<file path="src/rtl/infrared_tx_pkg.sv">
`default_nettype none
// +----------------------------------------------------------------------+
// | infrared_tx_pkg                                                      |
// | Shared types and constants for the NEC infrared transmitter.         |
// | Revision: 1.0                                                        |
// +----------------------------------------------------------------------+
package infrared_tx_pkg;

  // Protocol phases of one NEC transmission.
  typedef enum logic [2:0] {
    ST_IDLE       = 3'd0,
    ST_LEAD_MARK  = 3'd1,
    ST_LEAD_SPACE = 3'd2,
    ST_BIT_MARK   = 3'd3,
    ST_BIT_SPACE  = 3'd4,
    ST_STOP_MARK  = 3'd5
  } ir_state_t;

  // Phase durations, in units of one 562.5 us tick.
  localparam logic [4:0] LEAD_MARK_T    = 5'd16;
  localparam logic [4:0] LEAD_SPACE_T   = 5'd8;
  localparam logic [4:0] REPEAT_SPACE_T = 5'd4;
  localparam logic [4:0] ONE_SPACE_T    = 5'd3;
  localparam logic [4:0] UNIT_T         = 5'd1;

  // CTRL/STATUS register bit positions.
  localparam int CTRL_BUSY   = 0;
  localparam int CTRL_DONE   = 1;
  localparam int CTRL_IE     = 2;
  localparam int CTRL_OVR    = 3;
  localparam int CTRL_REPEAT = 4;

  // Clock cycles per 562.5 us tick; widened so fast clocks do not overflow.
  function automatic int tick_cycles(input int clk_hz);
    return int'((longint'(clk_hz) * 64'sd9) / 64'sd16000);
  endfunction

  // Clock cycles per carrier half-period, truncated.
  function automatic int half_cycles(input int clk_hz, input int carrier_hz);
    return clk_hz / (2 * carrier_hz);
  endfunction

endpackage
`default_nettype wire

</file>
<file path="src/rtl/infrared_tx_if.sv">
`default_nettype none
// +----------------------------------------------------------------------+
// | infrared_tx_if                                                       |
// | Avalon-MM slave port bundle for the infrared transmitter.            |
// | Revision: 1.0                                                        |
// +----------------------------------------------------------------------+
interface infrared_tx_if;

  logic        avs_s1_address;
  logic        avs_s1_cs_n;
  logic        avs_s1_read;
  logic [31:0] avs_s1_readdata;
  logic        avs_s1_write;
  logic [31:0] avs_s1_writedata;
  logic        avs_s1_irq;

  modport master (
    output avs_s1_address,
    output avs_s1_cs_n,
    output avs_s1_read,
    output avs_s1_write,
    output avs_s1_writedata,
    input  avs_s1_readdata,
    input  avs_s1_irq
  );

  modport slave (
    input  avs_s1_address,
    input  avs_s1_cs_n,
    input  avs_s1_read,
    input  avs_s1_write,
    input  avs_s1_writedata,
    output avs_s1_readdata,
    output avs_s1_irq
  );

endinterface
`default_nettype wire

</file>
<file path="src/rtl/infrared_tx_carrier_gen.sv">
`default_nettype none
// +----------------------------------------------------------------------+
// | ir_carrier_gen                                                       |
// | 50% duty carrier: toggles every HALF cycles, restartable so that a   |
// | mark always begins with a full high half-period.                     |
// | Revision: 1.0                                                        |
// +----------------------------------------------------------------------+
module ir_carrier_gen #(
  parameter int HALF = 657
) (
  input  logic csi_clk,
  input  logic csi_reset_n,
  input  logic restart,
  output logic carrier
);

  localparam int            CW        = (HALF > 1) ? $clog2(HALF) : 1;
  localparam logic [CW-1:0] HALF_LAST = CW'(HALF - 1);

  logic [CW-1:0] half_cnt;

  // Count out each half-period and flip the carrier at its end; restart re-phases high.
  always_ff @(posedge csi_clk) begin
    if (!csi_reset_n || restart) begin
      half_cnt <= '0;
      carrier  <= 1'b1;
    end else if (half_cnt == HALF_LAST) begin
      half_cnt <= '0;
      carrier  <= ~carrier;
    end else begin
      half_cnt <= half_cnt + 1'b1;
    end
  end

endmodule
`default_nettype wire

</file>
<file path="src/rtl/infrared_tx.sv">
`default_nettype none
// +----------------------------------------------------------------------+
// | infrared_tx                                                          |
// | NEC-protocol infrared transmitter with Avalon-MM register file,      |
// | tick timer, protocol FSM and 38 kHz modulated output.                |
// | Revision: 1.0                                                        |
// +----------------------------------------------------------------------+
module infrared_tx
  import infrared_tx_pkg::*;
#(
  parameter int CLK_HZ     = 50_000_000,
  parameter int CARRIER_HZ = 38_000
) (
  input  logic         csi_clk,
  input  logic         csi_reset_n,
  infrared_tx_if.slave avs,
  output logic         coe_ir_tx
);

  localparam int            TICK      = tick_cycles(CLK_HZ);
  localparam int            HALF      = half_cycles(CLK_HZ, CARRIER_HZ);
  localparam int            TW        = (TICK > 1) ? $clog2(TICK) : 1;
  localparam logic [TW-1:0] TICK_LAST = TW'(TICK - 1);

  ir_state_t state;
  ir_state_t state_nxt;

  logic [31:0]   frame;
  logic          is_repeat;
  logic          ie;
  logic          done;
  logic          ovr;

  logic [TW-1:0] tick_cnt;
  logic [4:0]    unit_cnt;
  logic [4:0]    bit_idx;
  logic [4:0]    units;

  logic          wr_en;
  logic          rd_en;
  logic          wr_data;
  logic          wr_ctrl;
  logic          repeat_req;
  logic          start_frame;
  logic          start_repeat;
  logic          start;
  logic          reject;
  logic          tick_last;
  logic          state_end;
  logic          busy;
  logic          mark;
  logic          mark_nxt;
  logic          restart;
  logic          done_set;
  logic          carrier;

  // ---------------------------------------------------------------------
  // Bus decode. A start is only honoured while idle; any start attempt
  // while busy is dropped and flagged as an overrun instead.
  // ---------------------------------------------------------------------
  assign wr_en        = !avs.avs_s1_cs_n && avs.avs_s1_write;
  assign rd_en        = !avs.avs_s1_cs_n && avs.avs_s1_read;
  assign wr_data      = wr_en && !avs.avs_s1_address;
  assign wr_ctrl      = wr_en &&  avs.avs_s1_address;
  assign repeat_req   = wr_ctrl && avs.avs_s1_writedata[CTRL_REPEAT];
  assign start_frame  = wr_data    && !busy;
  assign start_repeat = repeat_req && !busy;
  assign start        = start_frame || start_repeat;
  assign reject       = busy && (wr_data || repeat_req);

  // Length of the current phase in ticks, from the phase and the bit being sent.
  always_comb begin
    units = UNIT_T;
    case (state)
      ST_LEAD_MARK:  units = LEAD_MARK_T;
      ST_LEAD_SPACE: units = is_repeat ? REPEAT_SPACE_T : LEAD_SPACE_T;
      ST_BIT_MARK:   units = UNIT_T;
      ST_BIT_SPACE:  units = frame[bit_idx] ? ONE_SPACE_T : UNIT_T;
      ST_STOP_MARK:  units = UNIT_T;
      default:       units = UNIT_T;
    endcase
  end

  assign tick_last = (tick_cnt == TICK_LAST);
  assign state_end = tick_last && (unit_cnt == (units - UNIT_T));

  // State register.
  always_ff @(posedge csi_clk) begin
    if (!csi_reset_n) begin
      state <= ST_IDLE;
    end else begin
      state <= state_nxt;
    end
  end

  // Next-state: walk leader, 32 LSB-first bits (skipped for a repeat), stop mark.
  always_comb begin
    state_nxt = state;
    case (state)
      ST_IDLE: begin
        if (start) state_nxt = ST_LEAD_MARK;
      end
      ST_LEAD_MARK: begin
        if (state_end) state_nxt = ST_LEAD_SPACE;
      end
      ST_LEAD_SPACE: begin
        if (state_end) state_nxt = is_repeat ? ST_STOP_MARK : ST_BIT_MARK;
      end
      ST_BIT_MARK: begin
        if (state_end) state_nxt = ST_BIT_SPACE;
      end
      ST_BIT_SPACE: begin
        if (state_end) state_nxt = (bit_idx == 5'd31) ? ST_STOP_MARK : ST_BIT_MARK;
      end
      ST_STOP_MARK: begin
        if (state_end) state_nxt = ST_IDLE;
      end
      default: state_nxt = ST_IDLE;
    endcase
  end

  // FSM outputs; marks never follow marks, so entering one is a non-mark to mark step.
  always_comb begin
    busy     = (state != ST_IDLE);
    mark     = (state == ST_LEAD_MARK) || (state == ST_BIT_MARK) ||
               (state == ST_STOP_MARK);
    mark_nxt = (state_nxt == ST_LEAD_MARK) || (state_nxt == ST_BIT_MARK) ||
               (state_nxt == ST_STOP_MARK);
    restart  = mark_nxt && !mark;
    done_set = (state == ST_STOP_MARK) && state_end;
  end

  // Tick and per-phase tick counters, plus the bit index advanced after each bit space.
  always_ff @(posedge csi_clk) begin
    if (!csi_reset_n) begin
      tick_cnt <= '0;
      unit_cnt <= '0;
      bit_idx  <= '0;
    end else if (state == ST_IDLE) begin
      tick_cnt <= '0;
      unit_cnt <= '0;
      bit_idx  <= '0;
    end else if (state_end) begin
      tick_cnt <= '0;
      unit_cnt <= '0;
      if (state == ST_BIT_SPACE) bit_idx <= bit_idx + 5'd1;
    end else if (tick_last) begin
      tick_cnt <= '0;
      unit_cnt <= unit_cnt + 5'd1;
    end else begin
      tick_cnt <= tick_cnt + 1'b1;
    end
  end

  // Register file: set events take priority over software clears of done/ovr.
  always_ff @(posedge csi_clk) begin
    if (!csi_reset_n) begin
      frame     <= '0;
      is_repeat <= 1'b0;
      ie        <= 1'b0;
      done      <= 1'b0;
      ovr       <= 1'b0;
    end else begin
      if (start_frame) frame <= avs.avs_s1_writedata;
      if (start) is_repeat <= start_repeat;
      if (wr_ctrl) ie <= avs.avs_s1_writedata[CTRL_IE];

      if (done_set) begin
        done <= 1'b1;
      end else if (wr_ctrl && avs.avs_s1_writedata[CTRL_DONE]) begin
        done <= 1'b0;
      end

      if (reject) begin
        ovr <= 1'b1;
      end else if (wr_ctrl && avs.avs_s1_writedata[CTRL_OVR]) begin
        ovr <= 1'b0;
      end
    end
  end

  // Zero-wait-state read mux; drives zero whenever no read is in progress.
  always_comb begin
    avs.avs_s1_readdata = '0;
    if (rd_en) begin
      if (avs.avs_s1_address) begin
        avs.avs_s1_readdata[CTRL_BUSY] = busy;
        avs.avs_s1_readdata[CTRL_DONE] = done;
        avs.avs_s1_readdata[CTRL_IE]   = ie;
        avs.avs_s1_readdata[CTRL_OVR]  = ovr;
      end else begin
        avs.avs_s1_readdata = frame;
      end
    end
  end

  assign avs.avs_s1_irq = done && ie;
  assign coe_ir_tx      = mark && carrier;

  ir_carrier_gen #(
    .HALF (HALF)
  ) u_carrier (
    .csi_clk     (csi_clk),
    .csi_reset_n (csi_reset_n),
    .restart     (restart),
    .carrier     (carrier)
  );

endmodule
`default_nettype wire

</file>
<file path="src/flat_wrapper.sv">
// flat-port wrapper written by rule: the top's interface ports become plain ports
module infrared_tx_flat import infrared_tx_pkg::*;
#(
  parameter int CLK_HZ     = 50_000_000,
  parameter int CARRIER_HZ = 38_000
)
  (csi_clk, csi_reset_n, coe_ir_tx, avs_avs_s1_address, avs_avs_s1_cs_n, avs_avs_s1_read, avs_avs_s1_write, avs_avs_s1_writedata, avs_avs_s1_readdata, avs_avs_s1_irq);
  infrared_tx_if avs_i ();
  input  logic csi_clk;
  input  logic csi_reset_n;
  output logic coe_ir_tx;
  input wire logic [$bits(avs_i.avs_s1_address)-1:0] avs_avs_s1_address;
  input wire logic [$bits(avs_i.avs_s1_cs_n)-1:0] avs_avs_s1_cs_n;
  input wire logic [$bits(avs_i.avs_s1_read)-1:0] avs_avs_s1_read;
  input wire logic [$bits(avs_i.avs_s1_write)-1:0] avs_avs_s1_write;
  input wire logic [$bits(avs_i.avs_s1_writedata)-1:0] avs_avs_s1_writedata;
  output wire logic [$bits(avs_i.avs_s1_readdata)-1:0] avs_avs_s1_readdata;
  output wire logic [$bits(avs_i.avs_s1_irq)-1:0] avs_avs_s1_irq;
  assign avs_i.avs_s1_address = avs_avs_s1_address;
  assign avs_i.avs_s1_cs_n = avs_avs_s1_cs_n;
  assign avs_i.avs_s1_read = avs_avs_s1_read;
  assign avs_i.avs_s1_write = avs_avs_s1_write;
  assign avs_i.avs_s1_writedata = avs_avs_s1_writedata;
  assign avs_avs_s1_readdata = avs_i.avs_s1_readdata;
  assign avs_avs_s1_irq = avs_i.avs_s1_irq;
  infrared_tx #(.CLK_HZ(CLK_HZ), .CARRIER_HZ(CARRIER_HZ)) u_core (.csi_clk(csi_clk), .csi_reset_n(csi_reset_n), .avs(avs_i), .coe_ir_tx(coe_ir_tx));
endmodule
</file>
<file path="config.mk">
export PLATFORM = sky130hd
export DESIGN_NAME = infrared_tx_flat
export DESIGN_NICKNAME = d
export VERILOG_FILES = /design/src/rtl/infrared_tx_pkg.sv /design/src/rtl/infrared_tx_if.sv /design/src/rtl/infrared_tx_carrier_gen.sv /design/src/rtl/infrared_tx.sv /design/src/flat_wrapper.sv
export SDC_FILE = /design/constraint.sdc
export NUM_CORES = 1
export LEC_CHECK = 0
export ABC_AREA = 1
export BUFFER_PORTS_ARGS = -buffer_cell sky130_fd_sc_hd__buf_2
export CORE_ASPECT_RATIO = 2
export CORE_UTILIZATION = 56
export DETAILED_ROUTE_END_ITERATION = 8
export HOLD_SLACK_MARGIN = 0.03
export MAX_ROUTING_LAYER = met4
export PLACE_DENSITY_LB_ADDON = 0.08
export SLEW_MARGIN = 20
export SYNTH_ARGS = -nofsm -noshare
export SYNTH_HDL_FRONTEND = slang
export SYNTH_SLANG_ARGS = --single-unit
</file>
<file path="constraint.sdc">
create_clock -name csi_clk -period 4 [get_ports csi_clk]
set_clock_uncertainty 0.15 [all_clocks]
set_input_delay 1.2 -clock csi_clk [delete_from_list [all_inputs] [get_ports csi_clk]]
set_output_delay 1.2 -clock csi_clk [all_outputs]
set_load 0.05 [all_outputs]
</file>
Word-level counts from Yosys, hierarchy flattened:

Cells that the tools add are included.

* add/sub/neg operators: 5
* order comparisons: 1
* equality and inequality tests: 12
* mux-type cells: 21
* bitwise operators: 2
* reductions and logical operators: 36

Operators by type and width (number)
* 32-bit 2-to-1 mux: 1
* 28-bit 2-to-1 mux: 1
* 3-bit 2-to-1 mux: 8
* 3-bit case mux with 6 select lines: 1
* 15-bit by 1-bit adder with 15-bit output, second input constant: 1
* 15-bit == test, second input constant: 1
* 1-bit logical AND: 15
* 5-bit case mux with 3 select lines: 1
* 10-bit by 1-bit adder with 10-bit output, second input constant: 1
* 5-bit by 1-bit adder with 5-bit output, second input constant: 2
* 10-bit == test, second input constant: 1
* 3-bit by 2-bit == test with 1-bit output, second input constant: 3
* 3-bit == test, second input constant: 3
* 4-bit 2-to-1 mux: 2
* 1-bit logical OR: 7
* 3-bit by 1-bit == test with 1-bit output, second input constant: 2
* 5-bit by 6-bit less-than comparator with 1-bit output, second input constant: 1
* 1-bit binary-select mux with 5-bit select: 1
* 5-bit == test: 1
* 5-bit == test, second input constant: 1
* 1-bit logical NOT: 5
* 1-bit 2-to-1 mux: 5
* 5-bit by 1-bit subtractor with 5-bit output, second input constant: 1
* 2-bit nonzero test: 2
* other kinds (8): 10

* flip-flop bits (word level): 75
* input bits: 38
* output and inout port bits: 34
* logic and storage cells: 88

Longest topological paths before layout:

* word-level depth: 15
* depth in mapped cells: 23
* depth with buffers taken out: 22

Cells and area by module:

From an unflattened synthesis, not the netlist that was laid out.

* cells, all modules: 595
* area, all modules: 4012.6 sq um

Modules (own cells, without submodules)
* infrared_tx: instances 1, cells an instance 520, area an instance 3449.6 sq um, seq. area each 1281.2 sq um
* ir_carrier_gen: instances 1, cells an instance 75, area an instance 563.0 sq um, seq. area each 220.2 sq um

Least setup slack after synthesis:

Ideal clock, no wire load.

* path type: input -> output
* start point: input avs_avs_s1_address
* end point: output avs_avs_s1_readdata[2]
* data arrival time: 2.613 ns
* required time: 2.650 ns
* path slack: 0.037 ns
* cell stages on the path: 2
* buffers on the path: 1
* path through: clkbuf_1 a211oi_1

* longest elaborated chain between the ends: 2

Ends and longest elaborated chain
* from (decl): RTL line flat_wrapper.sv:12 `input wire logic [$bits(avs_i.avs_s1_address)-1:0] avs_avs_s1_address;`
* 4-bit 2-to-1 mux: RTL line infrared_tx.sv:186 `if (avs.avs_s1_address) begin`
* 32-bit 2-to-1 mux: RTL line infrared_tx.sv:185 `if (rd_en) begin`
* to (decl): RTL line flat_wrapper.sv:17 `output wire logic [$bits(avs_i.avs_s1_readdata)-1:0] avs_avs_s1_readdata;`

No other way between the ends.

Worst setup path in the final report:

* start point: input avs_avs_s1_address
* end point: output avs_avs_s1_readdata[7]

* longest elaborated chain between the ends: 2

Ends and longest elaborated chain (RTL line)
* 28-bit 2-to-1 mux: infrared_tx.sv:186
* 32-bit 2-to-1 mux: infrared_tx.sv:185

No other way between the ends.

==> results.tsv <==
stage	metric	value	unit
final_layout	final_common_cell	nand2_1	
clock_network	cts_num_sinks	75	
final_layout	syn2layout_area_growth	18.2	%
critical_path	end_kind	output pin	
synth	synth-edff-count	0	
placement	io_buffers	71	
critical_path	required	2650	ps
die	boundaryPins	72	
synth	ys.flop_type	dfxtp_1	
placement	pre_cts_ws	389	ps
critical_path	cp_max_fo	25	
drt	vias	3992	
sta	finalSetupViolCount	0	
final_layout	final_core_util	68.6	%
drt	viasPerCell	5.34	
final_layout	nets	698	
clock_network	cts_tree	built	
critical_path	timing.rr.end	u_core.u_carrier.half_cnt[0]	
clock_network	clkTransAtPathRegs	60	ps
die	die_y	121	µm
die	die_w	61.7	µm
clock_network	clk_root_buffer_cell	clkbuf_16	
synth	synthCells	587	
synth	ys_async_sr_fraction	0	%
final_layout	fin_area	4720	µm²
clock_network	cts_buffers	9	
sta	slew_violations	0	
worst_hold_path	min_path_cells	1	
final_layout	layout-drive-gt1-share	19.5	%
die	start_util	58.0	%
grt	grt_pass1_wl	15900	µm
synth	netlist_area	3990	µm²
clock_network	cts_hold_buf	0	
power	power_density	382	nW/µm²
synth	ys_seq_area_share	37.6	%
worst_hold_path	hp-class	register to register	
worst_hold_path	hold_end	u_core.tick_cnt[0]	
clock_network	cts_setup_buffers	0	
sta	hold_violations	0	
clock_network	cts_htree_levels	3	
drt	post_drt_wl_per_cell	13.4	µm
clock_network	clockBufferDepth	2	
critical_path	worstPathArrival	2250	ps
critical_path	crit_type	input port to output pin	
final_layout	insertedDiodeCount	0	
sta	setup_tns	0	ps
drt	antenna_left	0	
final_layout	final_cell_count_no_fill	747	
die	core_region_area	6890	µm²
critical_path	worstReg2RegStart	u_core.bit_idx[0]	
power	power_leakage	1.97	nW
grt	overflow	0	
flow_run	drv_cap	0	
synth	postSynthAreaPerCell	6.80	µm²
sta	worstMarginPinSlew	773	ps
clock_network	cts_resized	0	
placement	gp_congestion	0.922	
placement	place_hpwl	7710	µm
sta	fin_crit_sh	90.1	%
placement	dp.cells	731	
worst_hold_path	holdCritStartpoint	u_core.tick_cnt[0]	
grt	antenna_found_initial	0	
synth	synth_seq_cells	75	
sta	setup_slack	396	ps
power	finalPower	1.81	mW
critical_path	reg2reg_slack	940	ps
sta	post-route-min-period	3600	ps
drt	drt-initial-drc-count	289	
grt	grt.total_usage	29.9	%
die	dieArea	7490	µm²
sta	max_freq	278	MHz
drt	drc	0	
run_status	outcome	finished, final reports clean	
final_layout	final_cell_mix	nand2_1, nor2_1, dfxtp_1	
sta	hold_slack	308	ps
critical_path	cp-start-kind	input port	
synth	syn_nets	633	
power	peakVddDrop	0.358	mV
grt	grt_pass1_vias	3779	
synth	yosys_warnings	0	
sta	rsz0062_at_grt	false	
synth	synth_cell_types	35	
grt	grt_max_degree	40	
critical_path	reg2reg_depth	22	
clock_network	clk_latency	340	ps
drt	drt-total-wl	10000	µm
drt	dr.pass1.iters	5	
die	rows	43	
sta	slew_headroom	48.4	%
placement	place_area	4410	µm²
final_layout	fillerInstances	669	
[worst max-delay path, cell delays in order]
cell	delay, ps
buf_2	180
inv_2	350
nand2_1	140
nor2_1	100
buf_2	260
[flip-flops by register name, summed over array words and instances (netlist names)]
register                   count
u_core.frame                  32
u_core.tick_cnt               15
u_core.u_carrier.half_cnt     10
u_core.bit_idx                 5
u_core.unit_cnt                5
u_core.state                   3
u_core.done                    1
u_core.ie                      1
u_core.is_repeat               1
u_core.ovr                     1
u_core.u_carrier.carrier       1
[cell usage after synthesis (2+ instances only)]
cell type  number  area [µm²]
a21oi_1        35         175
buf_2           4        20.0
clkbuf_1       17        63.8
dfxtp_1        75        1500
ha_1            8         100
inv_1          61         229
inv_2           8        30.0
mux2i_1         4        40.0
nand2_1       106         398
nand2_2         4        25.0
nand2_4         2        22.5
nand3_1        32         160
nand3_2         5        50.1
nand3b_1        2        15.0
nand4_1         5        31.3
nor2_1         97         364
nor2_2         13        81.3
nor3_1         16        80.1
nor3b_1         5        37.5
nor4_1          3        18.8
o211ai_1        5        37.5
o21ai_0        53         265
o21ai_1         2        10.0
xnor2_1         4        35.0
xor2_1         11        96.3
[routing by layer]
metal | global-route usage (%) | share of wire [%]
met5 | - | 0
met1 | 27.7 | 36
met4 | 18.2 | 5.0
met3 | 7.46 | 3.8
met2 | 51.9 | 55
[where the power goes]
part | internal, mW | leakage (nW) | switching, mW
sequential | 0.770 | 0.609 | 0.0182
clock | 0.531 | 0.155 | 0.309
combinational | 0.0600 | 1.21 | 0.117
total | 1.36 | 1.97 | 0.444
[logic make-up (layout without fill, tap and decap cells)]
| logic type | count (synthesis) | after routing | share of synthesized area (%) |
|---|---|---|---|
| and+or+nand+nor | 295 | 295 | 33.7 |
| AOI/OAI and AO/OA | 100 | 100 | 13.3 |
| buffers and inverters | 90 | 160 | 8.58 |
| DFF | 75 | 75 | 37.6 |
| xor gates and xnor gates | 15 | 15 | 3.29 |
| adders and majority gates | 8 | 8 | 2.51 |
| muxes | 4 | 4 | 1.00 |
[worst max path at each step]
stage | depth (start not counted) | end | slack [ps] | startpoint
final | 5 | avs_avs_s1_readdata[7] | 400 | avs_avs_s1_address
after global routing | 5 | avs_avs_s1_readdata[14] | 290 | avs_avs_s1_address
after CTS | 5 | avs_avs_s1_readdata[10] | 390 | avs_avs_s1_address
after detailed placement | 5 | avs_avs_s1_readdata[10] | 390 | avs_avs_s1_address
after global placement | 5 | avs_avs_s1_readdata[10] | 410 | avs_avs_s1_address
after floorplan | 2 | avs_avs_s1_readdata[2] | 40 | avs_avs_s1_address
[cell type report]
| type | count | area, µm² | area share, % |
|---|---|---|---|
| Sequential cell | 75 | 1500 | 31.8 |
| Tap cell | 90 | 113 | 2.38 |
| Clock inverter | 4 | 47.5 | 1.01 |
| Timing Repair Buffer | 75 | 385 | 8.16 |
| Multi-Input combinational cell | 422 | 2150 | 45.5 |
| Clock buffer | 12 | 267 | 5.64 |
| Inverter | 69 | 259 | 5.48 |
No activity file was read; power rests on OpenSTA's default activity.
